File: config.mk
export PLATFORM = sky130hd
export DESIGN_NAME = slot_bus_ctrl
export DESIGN_NICKNAME = d
export VERILOG_FILES = /design/src/rtl/slot_bus_pkg.sv /design/src/rtl/slot_strobe_gen.sv /design/src/rtl/slot_bus_ctrl.sv
export SDC_FILE = /design/constraint.sdc
export NUM_CORES = 1
export LEC_CHECK = 0
export BUFFER_PORTS_ARGS = -buffer_cell sky130_fd_sc_hd__buf_2
export CAP_MARGIN = 20
export CORE_UTILIZATION = 45
export DETAILED_ROUTE_END_ITERATION = 16
export HOLD_SLACK_MARGIN = 0.06
export PLACE_DENSITY_LB_ADDON = 0.25
export SKIP_LAST_GASP = 1
export SYNTH_ARGS = -nofsm -noshare
export SYNTH_HDL_FRONTEND = slang
export SYNTH_SLANG_ARGS = --single-unit
File: constraint.sdc
create_clock -name i_clk_sys -period 7.1 [get_ports i_clk_sys]
set_input_delay 0.71 -clock i_clk_sys [delete_from_list [all_inputs] [get_ports i_clk_sys]]
set_output_delay 0.71 -clock i_clk_sys [all_outputs]
set_load 0.005 [all_outputs]
File: src/rtl/slot_bus_pkg.sv
// Shared definitions for the peripheral slot bus controller.
//
// Contents:
//   - the four I/O bank numbers that can carry slot space
//   - address bounds of the DEVSEL, IOSEL and IOSTROBE regions
//   - the select-kind enum shared by the decoder and the strobe generator
//   - helpers that size the hold counter and mask off invalid slot numbers
package slot_bus_pkg;

    localparam int SLOT_W = 3;

    localparam logic [7:0] BANK_00 = 8'h00;
    localparam logic [7:0] BANK_01 = 8'h01;
    localparam logic [7:0] BANK_E0 = 8'hE0;
    localparam logic [7:0] BANK_E1 = 8'hE1;

    localparam logic [15:0] ADDR_DEV_LO = 16'hC090;
    localparam logic [15:0] ADDR_IO_LO  = 16'hC100;
    localparam logic [15:0] ADDR_STB_LO = 16'hC800;
    localparam logic [15:0] ADDR_CFFF   = 16'hCFFF;

    typedef enum logic [1:0] {
        SEL_DEV = 2'd0,
        SEL_IO  = 2'd1,
        SEL_STB = 2'd2
    } sel_kind_e;

    // The counter must hold STROBE_LEN itself, so it needs clog2(len+1) bits.
    function automatic int strobe_cnt_width(input int len);
        return (len < 2) ? 1 : $clog2(len + 1);
    endfunction

    // Slot numbers that can ever hold a card: below nSlots and never slot 0.
    function automatic logic [7:0] slot_range_mask(input int nSlots);
        logic [7:0] m;
        m = '0;
        for (int i = 1; i < 8; i++) begin
            m[i] = (i < nSlots);
        end
        return m;
    endfunction

endpackage

File: src/rtl/slot_strobe_gen.sv
// Hold counter plus one-hot select register shared by all three select kinds.
//
// Ports:
//   i_clk, i_reset_n   clock and synchronous active-low reset
//   i_start            qualifying access this cycle; (re)starts the pulse
//   i_kind, i_slot     which select vector and which slot the new pulse drives
//   i_read             the starting access is a read
//   o_dev/o_io/o_stb   one-hot select outputs (at most one bit high overall)
//   o_cap              capture read data at this edge (entering the final cycle)
//   o_cap_slot         slot whose data is captured
module slot_strobe_gen
    import slot_bus_pkg::*;
#(
    parameter int NSLOTS     = 8,
    parameter int STROBE_LEN = 2
) (
    input  logic              i_clk,
    input  logic              i_reset_n,
    input  logic              i_start,
    input  sel_kind_e         i_kind,
    input  logic [SLOT_W-1:0] i_slot,
    input  logic              i_read,
    output logic [NSLOTS-1:0] o_dev,
    output logic [NSLOTS-1:0] o_io,
    output logic [NSLOTS-1:0] o_stb,
    output logic              o_cap,
    output logic [SLOT_W-1:0] o_cap_slot
);

    localparam int CW = strobe_cnt_width(STROBE_LEN);
    localparam logic [CW-1:0] LEN = CW'(STROBE_LEN);

    logic [CW-1:0]     r_holdCnt;
    logic [CW-1:0]     w_holdCntNxt;
    sel_kind_e         r_kind;
    logic [SLOT_W-1:0] r_slot;
    logic              r_read;
    logic [NSLOTS-1:0] w_oneHot;

    // A new access always wins over a running pulse, which is how truncation works.
    always_comb begin
        w_holdCntNxt = r_holdCnt;
        if (i_start) begin
            w_holdCntNxt = LEN;
        end else if (r_holdCnt != '0) begin
            w_holdCntNxt = r_holdCnt - CW'(1);
        end
    end

    always_ff @(posedge i_clk) begin
        if (!i_reset_n) begin
            r_holdCnt <= '0;
            r_kind    <= SEL_DEV;
            r_slot    <= '0;
            r_read    <= 1'b0;
        end else begin
            r_holdCnt <= w_holdCntNxt;
            if (i_start) begin
                r_kind <= i_kind;
                r_slot <= i_slot;
                r_read <= i_read;
            end
        end
    end

    // The counter being nonzero is the pulse; kind routes it to one vector only.
    always_comb begin
        for (int i = 0; i < NSLOTS; i++) begin
            w_oneHot[i] = (r_holdCnt != '0) && (r_slot == SLOT_W'(i));
        end
        o_dev = (r_kind == SEL_DEV) ? w_oneHot : '0;
        o_io  = (r_kind == SEL_IO)  ? w_oneHot : '0;
        o_stb = (r_kind == SEL_STB) ? w_oneHot : '0;
    end

    // Read data is taken on the edge that enters the last pulse cycle, so a
    // pulse cut short by a newer access never reports data.
    always_comb begin
        o_cap      = (w_holdCntNxt == CW'(1)) && (i_start ? i_read : r_read);
        o_cap_slot = i_start ? i_slot : r_slot;
    end

endmodule

File: src/rtl/slot_bus_ctrl.sv
// Apple II-style peripheral slot controller for the IIgs core.
// Decodes CPU accesses to slot I/O space, produces timed DEVSEL / IOSEL /
// IOSTROBE pulses, tracks $C800 expansion-ROM ownership and returns card data.
//
// Ports:
//   i_clk_sys, i_reset_n        system clock, synchronous active-low reset
//   i_phase_ce                  CPU access qualifier
//   i_bank, i_addr, i_we        CPU bank, address, write flag
//   i_sltromsel, i_intcxrom     external-ROM select per slot, internal-ROM force
//   i_slot_rdata                packed card read data, 8 bits per slot
//   o_device_select/o_io_select/o_io_strobe   per-slot select pulses
//   o_int_rom_ce, o_slot_ce     combinational internal-ROM / external-card enables
//   o_exp_owner, o_exp_valid    current $C800 owner
//   o_rdata, o_rdata_valid      registered read data and its one-cycle strobe
module slot_bus_ctrl
    import slot_bus_pkg::*;
#(
    parameter int                NSLOTS     = 8,
    parameter logic [NSLOTS-1:0] SLOT_MASK  = 8'hFE,
    parameter int                STROBE_LEN = 2
) (
    input  logic                  i_clk_sys,
    input  logic                  i_reset_n,
    input  logic                  i_phase_ce,
    input  logic [7:0]            i_bank,
    input  logic [15:0]           i_addr,
    input  logic                  i_we,
    input  logic [7:0]            i_sltromsel,
    input  logic                  i_intcxrom,
    input  logic [8*NSLOTS-1:0]   i_slot_rdata,
    output logic [NSLOTS-1:0]     o_device_select,
    output logic [NSLOTS-1:0]     o_io_select,
    output logic [NSLOTS-1:0]     o_io_strobe,
    output logic                  o_int_rom_ce,
    output logic                  o_slot_ce,
    output logic [2:0]            o_exp_owner,
    output logic                  o_exp_valid,
    output logic [7:0]            o_rdata,
    output logic                  o_rdata_valid
);

    localparam logic [7:0] POS_MASK = slot_range_mask(NSLOTS);

    logic              w_ioBank;
    logic              w_inDev;
    logic              w_inIo;
    logic              w_inStb;
    logic              w_cfffHit;
    logic [7:0]        w_ext;
    logic [SLOT_W-1:0] w_devSlot;
    logic [SLOT_W-1:0] w_ioSlot;
    logic              w_start;
    sel_kind_e         w_kind;
    logic [SLOT_W-1:0] w_slot;
    logic              w_cap;
    logic [SLOT_W-1:0] w_capSlot;
    logic [7:0]        w_capByte;

    logic [2:0]        r_expOwner;
    logic              r_expValid;
    logic [7:0]        r_rdata;
    logic              r_rdataValid;

    // Region membership; nothing decodes outside the four I/O banks.
    always_comb begin
        w_ioBank  = (i_bank == BANK_00) || (i_bank == BANK_01) ||
                    (i_bank == BANK_E0) || (i_bank == BANK_E1);
        w_inDev   = w_ioBank && (i_addr >= ADDR_DEV_LO) && (i_addr < ADDR_IO_LO);
        w_inIo    = w_ioBank && (i_addr >= ADDR_IO_LO) && (i_addr < ADDR_STB_LO);
        w_inStb   = w_ioBank && (i_addr >= ADDR_STB_LO) && (i_addr <= ADDR_CFFF);
        w_cfffHit = i_phase_ce && w_ioBank && (i_addr == ADDR_CFFF);
        w_ext     = 8'(SLOT_MASK) & i_sltromsel & POS_MASK;
        w_devSlot = i_addr[6:4];
        w_ioSlot  = i_addr[10:8];
    end

    // Claim decision. The chip enables follow the address alone; only the
    // strobe start is qualified by phase_ce.
    always_comb begin
        w_start      = 1'b0;
        w_kind       = SEL_DEV;
        w_slot       = '0;
        o_int_rom_ce = 1'b0;
        o_slot_ce    = 1'b0;
        if (w_inDev) begin
            if (w_ext[w_devSlot]) begin
                o_slot_ce = 1'b1;
                w_start   = i_phase_ce;
                w_kind    = SEL_DEV;
                w_slot    = w_devSlot;
            end
        end else if (w_inIo) begin
            if (!i_intcxrom && w_ext[w_ioSlot]) begin
                o_slot_ce = 1'b1;
                w_start   = i_phase_ce;
                w_kind    = SEL_IO;
                w_slot    = w_ioSlot;
            end else begin
                o_int_rom_ce = 1'b1;
            end
        end else if (w_inStb) begin
            if (!i_intcxrom && r_expValid && w_ext[r_expOwner]) begin
                o_slot_ce = 1'b1;
                w_start   = i_phase_ce;
                w_kind    = SEL_STB;
                w_slot    = r_expOwner;
            end else begin
                o_int_rom_ce = 1'b1;
            end
        end
    end

    slot_strobe_gen #(
        .NSLOTS     (NSLOTS),
        .STROBE_LEN (STROBE_LEN)
    ) u_strobeGen (
        .i_clk      (i_clk_sys),
        .i_reset_n  (i_reset_n),
        .i_start    (w_start),
        .i_kind     (w_kind),
        .i_slot     (w_slot),
        .i_read     (!i_we),
        .o_dev      (o_device_select),
        .o_io       (o_io_select),
        .o_stb      (o_io_strobe),
        .o_cap      (w_cap),
        .o_cap_slot (w_capSlot)
    );

    // A $CFFF access is serviced by the old owner first (the decode above
    // uses the current register), then ownership drops on the same edge.
    always_ff @(posedge i_clk_sys) begin
        if (!i_reset_n) begin
            r_expOwner <= '0;
            r_expValid <= 1'b0;
        end else if (w_start && (w_kind == SEL_IO)) begin
            r_expOwner <= w_slot;
            r_expValid <= 1'b1;
        end else if (w_cfffHit) begin
            r_expValid <= 1'b0;
        end
    end

    assign w_capByte = i_slot_rdata[{w_capSlot, 3'b000} +: 8];

    always_ff @(posedge i_clk_sys) begin
        if (!i_reset_n) begin
            r_rdata      <= 8'h00;
            r_rdataValid <= 1'b0;
        end else begin
            r_rdataValid <= w_cap;
            if (w_cap) begin
                r_rdata <= w_capByte;
            end
        end
    end

    assign o_exp_owner   = r_expOwner;
    assign o_exp_valid   = r_expValid;
    assign o_rdata       = r_rdata;
    assign o_rdata_valid = r_rdataValid;

endmodule

# After elaboration in Yosys (flattened, before gate mapping)
# Cells that the tools add are included.
[word_totals] register_bits=21 elab_cells=108
[op_classes] addsub=1 order_cmp=9 eq_ne=15 n_shift=1 n_mux=43 n_reduce_logical=31
[ops] cell="indexed part select 64 x 7 -> 8 bit" count=1
[ops] cell=">= comparator 16 bit, second input constant" count=3
[ops] cell="less-than comparator 16 bit, second input constant" count=2
[ops] cell="two-way mux 1 bit" count=24
[ops] cell="two-way mux 8 bit" count=3
[ops] cell="logical AND 1 bit" count=21
[ops] cell="two-way mux 3 bit" count=7
[ops] cell="equality test 16 bit, second input constant" count=1
[ops] cell="equality test 8 bit, second input constant" count=2
[ops] cell="<= comparator 16 bit, second input constant" count=1
[ops] cell="equality test 3 bit, second input constant" count=4
[ops] cell="less-than comparator 3 x 4 -> 1 bit, second input constant" count=3
[ops] cell="two-way mux 2 bit" count=6
[ops] cell="binary-select mux 1 bit (select 3 bit)" count=3
[ops] cell="equality test 8 x 1 -> 1 bit, second input constant" count=1
[ops] cell="zero test 8 bit" count=1
[ops] cell="equality test 2 x 1 -> 1 bit, second input constant" count=3
[ops] cell="equality test 3 x 2 -> 1 bit, second input constant" count=2
[ops] cell="nonzero test 2 bit" count=2
[ops] cell="equality test 3 x 1 -> 1 bit, second input constant" count=1
[ops] cell="zero test 3 bit" count=1
[ops] cell="logical OR 1 bit" count=3
[ops] cell="equality test 2 bit, second input constant" count=1
[ops] cell="zero test 1 bit" count=2
[ops] cell="other kinds (2)" count=2

# Longest topological paths before layout
[depth] ltp_word=12 depth_mapped=12 ltp_nobuf=8

# By module
# A second synthesis with hierarchy kept.
[unflattened] cells_unflattened=205 area_unflattened_um2=1994.4
[modules_own_cells] module="slot_bus_ctrl" instances=1 cells_each=135 area_each_um2=1413.9
[modules_own_cells] module="slot_strobe_gen" instances=1 cells_each=70 area_each_um2=580.6

# Worst setup path after synthesis
# OpenSTA, ideal clock, no wires.
[synth_path] path_type="input port to flip-flop" start="input port i_addr[9]" end="register r_rdata[4] (netlist: o_rdata[4])" setup_time_ns=0.122 arrival_ns=3.349 required_time_ns=6.978 path_slack_ns=3.629 cell_stages=11 cell_sequence="buf_6 mux2_1 a221oi_2 nor3b_1 o311ai_2 mux2_4 buf_6 buf_12 mux4_2 and2_0 o311a_1"
[synth_via] elab_chain_cells=9 elab_cells_between_ends=29 cone_classes="order compare (6); eq/ne (1); shift (1); mux (13); reduce/logical (8)"
[synth_rtl] element="start: declaration" line_no="slot_bus_ctrl.sv:26" text="input logic [15:0] i_addr,"
[synth_rtl] element="branches (longest 9 deep; another with >= comparator 16 bit)"
[synth_rtl] element="end signal: assignment" line_no="slot_bus_ctrl.sv:153" text="r_rdata <= w_capByte;"
[synth_rtl] element="end: declaration" line_no="slot_bus_ctrl.sv:61" text="logic [7:0] r_rdata;"
# Parallel ways; which one is timed is not known. The select of a mux whose other input is x is not followed.
# A chain may end at the register's enable or synchronous reset.

# Final worst setup path
[layout_path] start="input port i_addr[9]" end="register r_rdata[1] (netlist: o_rdata[1])"
# The elaborated chain is that of the path after synthesis.

==> metrics.txt <==
CTS tree done; actual slew at the worst max-slew pin about 1 ns; largest net degree at the start of global routing 26; PostCTS Resize Cnt 0; total gr overflow 0; port bufs 137; Slew headroom 32.0%; FF+latch count, synth 21; Synth Net Count 339; Hold Buf Count CTS 0; Worst Path Required ~7.3 ns; WS Path Type input pin to flop; crit path max fanout 25; Ys Warns 0; CTS Sinks 21; io pins 140; htree depth 1; synthesized area slightly above 2000 um2; Startpoint Class input pin; via count around 2300; Main synth FF type dfxtp_1; Crit-path slowest cell o311ai_2; Area Growth Syn to Fin 34.2%; VDD IR max around 62 uV; final cycle utilization of the critical path 57.7%; fmax between 200 and 250 MHz; status finished clean; Post-synth EDFFs 0; row cnt 23; Synth area leader dfxtp_1; Wirelength per Cell 13.3 um; Clock Tree Root clkbuf_8; Clock transition at path regs around 0.08 ns; HPWL Detailed between 4 and 5 mm; ys async rst share 0%; post-CTS setup buffers 0; Antenna Nets Post-Route 0; Max Slew Vio Count 0; RSZ-0062 raised after global routing no; final worst slack roughly 3 ns; leak pwr roughly 0.0013 uW; Max stage delay on crit path 0.81 ns; Mapped Cells around 240; crit path DAT around 4.3 ns; Setup TNS 0 ns; Die Span Y just under 70 um; Hold/Removal Path Class flop to flop; Residual DRC 0; worst slack, placed 2.72 ns; first-pass GRT wire length between 8 and 9 mm; sequential area share after synthesis between 20% and 30%; worst path cell trace buf_2, mux2_1, a221oi_2, nor3b_1, o311ai_2, mux2i_4, mux4_2, and2_1, o311a_1; Max Cap Viol 0; die footprint around 4700 um2; ratio of cells with drive above 1 in the final layout 43.5%; share of the synthesized area in the top cell type roughly a fifth; CTS buffer count 3; Worst-Skew Late Latency between 0.2 and 0.3 ns; initial core utilization between 40% and 50%; syn avg cell area 8.45 um2; Core ar. ~4100 um2; crit end category flop; RePlAce Congestion between 0.9 and 1; total wire length about 5.5 mm; Final Skew ~0.0083 ns; hold violation total from the final report 0; crit path time final around 4 ns; Pre-antenna DRT Iters 4; antenna violations before repair 0; nets around 470; die width a little under 70 um; P per Cell Area 93.2 nW/um2; Iteration-0 DRC Markers ~100; drt via density 5.47; vias in the first global route between 1500 and 2000; final setup fails 0; top post-synthesis cells by area dfxtp_1, mux4_1, mux2i_1; clock buffer depth 2; GRT Total Usage 22.5%; Ant. Diodes 0; post-synthesis cell type count between 50 and 60
[area by class of cell]
cell class / count / area [um2]
flip-flops and latches: 21 / 420
repair buffers: 137 / 686
well taps: 50 / 62.6
inverters: 1 / 3.75
multi-input cells: 200 / 1480
fillers: 393 / 1440
clock buffers: 4 / 45.0
[power breakdown]
| group | leakage (uW) | total [uW] | switching [uW] | internal, uW |
|---|---|---|---|---|
| Sequential | 0.000169 | 118 | 0.00415 | 118 |
| Combinational | 0.00110 | 55.8 | 23.4 | 32.5 |
| Clock | 0.0000228 | 78.2 | 38.3 | 39.9 |
[layer usage]
metal	track usage, %	share of wire [%]
met1	27.9	43
met2	39.6	50
met3	3.78	6.1
met4	6.38	1.2
met5	0	0
[stage by stage]
step / cell area, um2 / util (%) / cells / total power [uW] / hold slack, ns
5_1_grt: 2700 / 65.2 / 413 / 263 / 0.520
3_5_place_dp: 2660 / 64.1 / 409 / 176 / 0.486
4_1_cts: 2700 / 65.2 / 413 / 252 / 0.496
3_3_place_gp: 2660 / 64.1 / 409 / 175 / 0.461
2_1_floorplan: 2010 / - / 238 / 144 / 0.453
6_report: 2700 / 65.2 / 413 / 252 / 0.492
[kinds of logic after synthesis]
logic type             Yosys count  share of synthesized area (%)
and+or+nand+nor                120                           31.0
muxes                           29                           21.8
AOI/OAI and AO/OA               51                           21.0
buffers and inverters           17                           5.41
DFF                             21                           20.9
[worst paths after layout]
kind,startpoint,end,slack [ns],cells past startpoint
setup / recovery,i_addr[9],o_rdata[1]$_SDFFE_PN0P_,3.01,9
hold / removal,u_strobeGen.r_holdCnt[1]$_SDFF_PN0_,u_strobeGen.r_holdCnt[1]$_SDFF_PN0_,0.49,2
setup reg to reg,o_exp_owner[1]$_SDFFE_PN0P_,o_rdata[1]$_SDFFE_PN0P_,3.14,8
hold reg to reg,u_strobeGen.r_holdCnt[1]$_SDFF_PN0_,u_strobeGen.r_holdCnt[1]$_SDFF_PN0_,0.49,2
[synthesized netlist by cell type, drive strengths merged (2+ instances only)]
cell / instances
a21boi: 2
a21oi: 12
a221oi: 13
and2: 16
and3: 2
buf: 8
clkbuf: 8
dfxtp: 21
mux2: 7
mux2i: 14
mux4: 8
nand2: 25
nand2b: 11
nand3: 4
nand4: 2
nor2: 34
nor2b: 9
nor3: 5
nor3b: 4
nor4: 3
o21ai: 3
o311a: 8
o311ai: 2
[worst max-delay path: cells and delay by family]
kind            cells  cell delay (ns)
simple gates        2             0.29
buf+inv             1             0.19
mux                 3             1.54
compound gates      3             1.49
[registers in the layout (all words and copies together), names as in the netlist]
| name | cells |
|---|---|
| o_rdata_valid | 1 |
| o_exp_owner | 3 |
| u_strobeGen.r_kind | 2 |
| u_strobeGen.r_slot | 3 |
| u_strobeGen.r_holdCnt | 2 |
| o_rdata | 8 |
| u_strobeGen.r_read | 1 |
| o_exp_valid | 1 |
[cells in the final DEF, fill, tap and decap left out, types with 3 or more instances in the layout]
cell      instances
clkbuf_8          3
nor3_1            3
nand2_1          25
a221oi_2          3
buf_2           137
a221oi_1         10
mux2_2            4
mux4_2            3
a21oi_1          12
mux2i_1          13
mux4_1            5
nor2_1           34
and2_1           14
nand3_1           4
nand2b_1         11
o311a_1           8
dfxtp_1          21
nor3b_1           4
nor2b_1           9
Note: power is estimated with default switching activity, not from simulation.
